**src/rtl/dm_cmd_pkg.sv**
```systemverilog
// Shared definitions for the DataMover command controller: command and
// status field positions plus a saturating counter helper.
package dm_cmd_pkg;

  // Command word layout (fixed low 32 bits, address-relative upper fields)
  localparam int BTT_LO         = 0;
  localparam int BTT_W          = 23;
  localparam int TYPE_BIT       = 23;
  localparam int DSA_LO         = 24;
  localparam int EOF_BIT        = 30;
  localparam int DRR_BIT        = 31;
  localparam int ADDR_LO        = 32;
  // TAG sits at MM_ADDR_WIDTH + TAG_OFS
  localparam int TAG_OFS        = 32;
  localparam int TAG_W          = 4;
  // Bits the command word carries beyond the address
  localparam int CMD_EXTRA_BITS = 48;

  // S2MM status beat layout
  localparam int STS_OKAY   = 7;
  localparam int STS_SLVERR = 6;
  localparam int STS_DECERR = 5;
  localparam int STS_INTERR = 4;
  localparam int STS_TAG_LO = 0;

  // Increment that holds at all-ones instead of wrapping
  function automatic logic [15:0] sat_inc16(input logic [15:0] value);
    return (value == 16'hFFFF) ? value : value + 16'd1;
  endfunction

endpackage

```
**src/rtl/cmd_fifo.sv**
```systemverilog
// Single-clock FIFO with combinational head read and an occupancy counter.
// A push into a full FIFO is accepted when a pop happens in the same cycle.
module cmd_fifo #(
  parameter int WIDTH     = 80,
  parameter int DEPTH_LOG = 2
) (
  input  logic                 clk,
  input  logic                 rst,
  input  logic                 push,
  input  logic [WIDTH-1:0]     push_data,
  input  logic                 pop,
  output logic [WIDTH-1:0]     head,
  output logic [DEPTH_LOG:0]   count,
  output logic                 full,
  output logic                 empty
);

  localparam int                 DEPTH     = 1 << DEPTH_LOG;
  localparam logic [DEPTH_LOG:0] DEPTH_CNT = (DEPTH_LOG + 1)'(DEPTH);

  logic [WIDTH-1:0]     mem [DEPTH];
  logic [DEPTH_LOG-1:0] wr_ptr;
  logic [DEPTH_LOG-1:0] rd_ptr;
  logic                 do_push;
  logic                 do_pop;

  assign empty   = (count == '0);
  assign full    = (count == DEPTH_CNT);
  assign do_pop  = pop & ~empty;
  assign do_push = push & (~full | do_pop);
  assign head    = mem[rd_ptr];

  // Pointer and occupancy bookkeeping; pointers wrap naturally at DEPTH
  // NOTE: sequential state uses non-blocking (<=) so every register samples pre-edge values.
  always_ff @(posedge clk or posedge rst) begin
    if (rst) begin
      wr_ptr <= '0;
      rd_ptr <= '0;
      count  <= '0;
    end else begin
      if (do_push) wr_ptr <= wr_ptr + 1'b1;
      if (do_pop)  rd_ptr <= rd_ptr + 1'b1;
      case ({do_push, do_pop})
        2'b10:   count <= count + 1'b1;
        2'b01:   count <= count - 1'b1;
        default: count <= count;
      endcase
    end
  end

  // Storage write
  // NOTE: the data array has no reset; occupancy guards every read, so stale contents are never observed.
  always_ff @(posedge clk) begin
    if (do_push) mem[wr_ptr] <= push_data;
  end

endmodule

```
**src/rtl/datamover_cmd_controller.sv**
```systemverilog
// Buffers sync_manager command beats, retags them, issues them to the AXI
// DataMover S2MM command port under an outstanding limit, and checks the
// returning status beats.
module datamover_cmd_controller
  import dm_cmd_pkg::*;
#(
  parameter  int MM_ADDR_WIDTH   = 32,
  parameter  int FIFO_DEPTH_LOG  = 2,
  parameter  int MAX_OUTSTANDING = 2,
  localparam int CMD_WIDTH       = MM_ADDR_WIDTH + CMD_EXTRA_BITS
) (
  input  logic                 SYS_aclk,
  input  logic                 SYS_areset,
  input  logic                 CTRL_enable,
  input  logic                 S_AXIS_tvalid,
  input  logic [CMD_WIDTH-1:0] S_AXIS_tdata,
  output logic                 M_AXIS_CMD_tvalid,
  input  logic                 M_AXIS_CMD_tready,
  output logic [CMD_WIDTH-1:0] M_AXIS_CMD_tdata,
  input  logic                 S_AXIS_STS_tvalid,
  output logic                 S_AXIS_STS_tready,
  input  logic [7:0]           S_AXIS_STS_tdata,
  output logic [3:0]           STAT_outstanding,
  output logic [15:0]          STAT_dropped,
  output logic [15:0]          STAT_errors,
  output logic                 STAT_busy,
  output logic                 IRQ_error
);

  localparam int         TAG_LO  = MM_ADDR_WIDTH + TAG_OFS;
  localparam logic [3:0] OUT_MAX = 4'(MAX_OUTSTANDING);

  logic [TAG_W-1:0]        issue_tag;
  logic [TAG_W-1:0]        expect_tag;
  logic [CMD_WIDTH-1:0]    retagged;
  logic [FIFO_DEPTH_LOG:0] fifo_count;
  logic                    fifo_full;
  logic                    fifo_empty;
  logic                    capture;
  logic                    push_ok;
  logic                    drop;
  logic                    cmd_pop;
  logic                    sts_fire;
  logic                    sts_bad;
  logic                    sts_release;

  assign capture     = S_AXIS_tvalid & CTRL_enable;
  assign cmd_pop     = M_AXIS_CMD_tvalid & M_AXIS_CMD_tready;
  assign push_ok     = capture & (~fifo_full | cmd_pop);
  assign drop        = capture & fifo_full & ~cmd_pop;
  assign sts_fire    = S_AXIS_STS_tvalid & S_AXIS_STS_tready;
  assign sts_release = sts_fire & (STAT_outstanding != 4'd0);

  // The limit only drops on our own pop, so tvalid never falls without a handshake
  assign M_AXIS_CMD_tvalid = ~fifo_empty & (STAT_outstanding < OUT_MAX);
  assign STAT_busy         = (fifo_count != '0) | (STAT_outstanding != 4'd0);

  assign sts_bad = sts_fire &
                   (~S_AXIS_STS_tdata[STS_OKAY]   |
                     S_AXIS_STS_tdata[STS_SLVERR] |
                     S_AXIS_STS_tdata[STS_DECERR] |
                     S_AXIS_STS_tdata[STS_INTERR] |
                    (S_AXIS_STS_tdata[STS_TAG_LO +: TAG_W] != expect_tag) |
                    (STAT_outstanding == 4'd0));

  // Replace the incoming TAG field with the controller's own sequence number
  // NOTE: the whole word gets a default before the field overwrite, so no latch is inferred.
  always_comb begin
    retagged                    = S_AXIS_tdata;
    retagged[TAG_LO +: TAG_W]   = issue_tag;
  end

  cmd_fifo #(
    .WIDTH     (CMD_WIDTH),
    .DEPTH_LOG (FIFO_DEPTH_LOG)
  ) u_cmd_fifo (
    .clk       (SYS_aclk),
    .rst       (SYS_areset),
    .push      (push_ok),
    .push_data (retagged),
    .pop       (cmd_pop),
    .head      (M_AXIS_CMD_tdata),
    .count     (fifo_count),
    .full      (fifo_full),
    .empty     (fifo_empty)
  );

  // Issue and expected-status tag sequences, both wrapping 15 -> 0
  always_ff @(posedge SYS_aclk or posedge SYS_areset) begin
    if (SYS_areset) begin
      issue_tag  <= '0;
      expect_tag <= '0;
    end else begin
      if (push_ok)  issue_tag  <= issue_tag + 1'b1;
      if (sts_fire) expect_tag <= expect_tag + 1'b1;
    end
  end

  // Outstanding count: +1 per issue, -1 per status while nonzero
  always_ff @(posedge SYS_aclk or posedge SYS_areset) begin
    if (SYS_areset) begin
      STAT_outstanding <= 4'd0;
    end else begin
      case ({cmd_pop, sts_release})
        2'b10:   STAT_outstanding <= STAT_outstanding + 4'd1;
        2'b01:   STAT_outstanding <= STAT_outstanding - 4'd1;
        default: STAT_outstanding <= STAT_outstanding;
      endcase
    end
  end

  // Saturating statistics, error pulse and status-ready flag
  always_ff @(posedge SYS_aclk or posedge SYS_areset) begin
    if (SYS_areset) begin
      STAT_dropped      <= 16'd0;
      STAT_errors       <= 16'd0;
      IRQ_error         <= 1'b0;
      S_AXIS_STS_tready <= 1'b0;
    end else begin
      if (drop)    STAT_dropped <= sat_inc16(STAT_dropped);
      if (sts_bad) STAT_errors  <= sat_inc16(STAT_errors);
      IRQ_error         <= sts_bad;
      S_AXIS_STS_tready <= 1'b1;
    end
  end

endmodule

```
**config.mk**
```make
export PLATFORM = sky130hd
export DESIGN_NAME = datamover_cmd_controller
export DESIGN_NICKNAME = d
export VERILOG_FILES = /design/src/rtl/dm_cmd_pkg.sv /design/src/rtl/cmd_fifo.sv /design/src/rtl/datamover_cmd_controller.sv
export SDC_FILE = /design/constraint.sdc
export NUM_CORES = 1
export LEC_CHECK = 0
export CORE_MARGIN = 2
export CORE_UTILIZATION = 50
export DETAILED_ROUTE_END_ITERATION = 8
export GPL_ROUTABILITY_DRIVEN = 0
export GPL_TIMING_DRIVEN = 1
export PLACE_DENSITY = 0.75
export SYNTH_ARGS = -nofsm -noshare
export SYNTH_HDL_FRONTEND = slang
export SYNTH_SLANG_ARGS = --single-unit
```
**constraint.sdc**
```tcl
create_clock -name SYS_aclk -period 7 [get_ports SYS_aclk]
set_input_delay 1.4 -clock SYS_aclk [delete_from_list [all_inputs] [get_ports SYS_aclk]]
set_output_delay 1.4 -clock SYS_aclk [all_outputs]
set_load 0.02 [all_outputs]
```
==> results.cfg <==
[drt]
viasPerCell = 5.40
wirelength_um = 27200
dr.first_iter.drc_count = 508
ant_nets = 0
drc_errors = 0
routed-wl-met3_um = 1970
routedWlPerCell_um = 20.8
vias = 7036
m1WireLength_um = 11300
met2_length_um = 13400
dr.pass1.iters = 4
top_layer = met4

[critical_path]
cp-end-kind = primary output
critical-path-slowest-cell = dfrtp_4
path_buf_inv = 2
slowest_delay_ps = 1000
worstPathArrival_ps = 3290
path_max_fanout = 43
crit_chain = buf_4 > mux4_2 > clkdlybuf4s50_1
critPathLaunchType = register
cp_top_family = buffers and inverters
path_class = register to primary output
critPathRequiredTime_ps = 5600

[clocking]
cts.path.max_buffers = 3
tritoncts = yes
post_cts.repair.setup_buffers = 0
cts-resized-gates = 0
htree_levels = 2
clkLatencyLatePin_ps = 520
cts_sinks = 373
clk_pin_slew_ps = 60
cts_buffers = 38
cts-root-buf = clkbuf_16
holdBufCountCts = 0

[sta]
slew_headroom = 0.350
finalSetupTns_ps = 0
worst_slew_pin_slew_ps = 973
worst_hold_slack_ps = 487
final_max_slew_viol_count = 0
period_needed_ps = 4690
setup_viol_count_final = 0
max_freq_mhz = 213
finalHoldViolations = 0
grt_setup_unrepaired = no
period_share = 0.670
finalClockSkew_ps = 18.3

[synth]
synthXorXnorAreaFrac = 0.0297
syn_area_per_cell_sq_um = 21.5
synthTopCellsByArea = edfxtp_1, mux4_2, dfrtp_1
ys_types = 42
muxShareOfSynthArea = 0.132
ys_warn_count = 0
synth_top_area_frac = 0.678
synth-simple-area-share = 0.0351
synth_enable_flop_cells = 320
syn_inst = 658
dominantRegCellSynth = edfxtp_1
synth_top_family_by_area = multiplexers
synthArstFlopShare = 0.142
synth_seq_area_share = 0.772
syn_nets = 766
synth_seq_cells = 373
synth_compound_area_frac = 0.00724
post_synth_fa_ha_maj_area_fraction = 0.0134
synth_area_sq_um = 14200
synth.largest_area_cell = edfxtp_1

[grt]
antenna_found_initial = 0
overflow = 0
grt_pass1_vias = 7514
grt_pass1_wl_um = 41500
grt_max_degree = 55
grtUsageTotal = 0.185

[layout]
area_growth_pct = 26.6
fin_util = 0.644
final_layout_size_suffix_gt1_frac = 0.177
final_area_sq_um = 17900
mostFrequentLayoutCells = edfxtp_1, clkdlybuf4s50_1, mux4_2, dfrtp_1, clkbuf_16
num_antenna_cells = 0
final_common_cell = edfxtp_1
nets = 1006

[pwr]
cellPowerDensity_nw_per_um2 = 393
peakVddDrop_uv = 213
p_leak_nw = 6.11
total_power_mw = 7.05

[floorplanning]
ios = 214
start_util = 0.509
die_w_um = 172
coreArea_sq_um = 27900
rows = 61
dieHeight_um = 172
die-area_sq_um = 29700

[worst_hold_path]
hp-class = register to register

[place]
portBuffers = 209
post-dp-hpwl_um = 16800
placed_area_sq_um = 16700

[flow_run]
cap_violations = 0

[outcome]
outcome = finished, final reports clean
## synth_stat cells, types with 2 or more instances
library cell and n:
edfxtp_1 320, and3_1 7, and4_1 2, o21ai_0 2, xnor2_1 27, mux2i_1 2
dfrtp_1 53, clkbuf_1 9, nand2_1 14, nand3_1 12, inv_1 14, mux4_2 80
nand4_1 14, fa_1 2, a31oi_1 3, a21oi_1 4, buf_1 2, nor2_1 8
buf_2 9, nor3_1 7, mux2_2 3, ha_1 12, xor2_1 21, nor3b_1 3
nor4_1 4, and2_1 8
## stage by stage
stage	cells	worst slack (ps)
3_5_place_dp	1236	2100
3_3_place_gp	1236	2120
6_report	1304	2310
2_1_floorplan	658	2210
4_1_cts	1304	2200
5_1_grt	1304	2060
## final cells by class
| class | instances | area, sq um |
|---|---|---|
| inverter | 14 | 52.6 |
| tap | 378 | 473 |
| clock buffer | 52 | 1060 |
| timing repair buffer | 221 | 2180 |
| clock inverter | 16 | 131 |
| fill | 1888 | 9920 |
| multi-input combinational | 250 | 3090 |
| sequential | 373 | 10900 |
## worst register-to-register path: stages, from the launching register on
cell and delay (ps):
dfrtp_1 450, or4b_2 740, a21boi_1 770, and2_4 850, buf_4 420
## sequential cells by signal, indices dropped and copies added (netlist names)
register           flops
S_AXIS_STS_tready      1
u_cmd_fifo.count       3
IRQ_error              1
u_cmd_fifo.rd_ptr      2
STAT_dropped          16
issue_tag              4
STAT_outstanding       4
u_cmd_fifo.wr_ptr      2
expect_tag             4
u_cmd_fifo.mem       320
STAT_errors           16
## where the power goes
group	switching (mW)	internal [mW]	total (mW)
clock network	0.807	1.11	1.92
logic	1.01	1.11	2.12
registers	0.281	2.73	3.01
## path summary, 6_finish.rpt
path,start,to,slack (ps),cells past startpoint
worst max-delay path,u_cmd_fifo.rd_ptr[0]$_DFFE_PP0P_,M_AXIS_CMD_tdata[35],2310,3
worst min-delay path,u_cmd_fifo.count[2]$_DFFE_PP0P_,u_cmd_fifo.count[2]$_DFFE_PP0P_,490,1
worst max register to register,STAT_outstanding[1]$_DFFE_PP0P_,u_cmd_fifo.mem[3][38]$_DFFE_PP_,3470,4
worst min register to register,u_cmd_fifo.count[2]$_DFFE_PP0P_,u_cmd_fifo.count[2]$_DFFE_PP0P_,490,1
max in group asynchronous,SYS_areset,u_cmd_fifo.rd_ptr[1]$_DFFE_PP0P_,5080,3
min in group asynchronous,SYS_areset,STAT_outstanding[3]$_DFFE_PP0P_,1410,3
## logic make-up (layout without fill, tap and decap cells)
family          after synthesis  after routing
compound gates               14             14
xor+xnor                     48             48
fa+ha+maj                    14             14
buf+inv                      35            303
flops                       373            373
mux                          86             86
other cells                   1              1
simple gates                 87             87
## metal layers
layer,vias to the layer above,global-route usage
met3,37,0.0483
li1,3153,-
met4,0,0.0552
met5,-,0
met1,3599,0.239
met2,247,0.310
(Power assumes the default switching activity.)
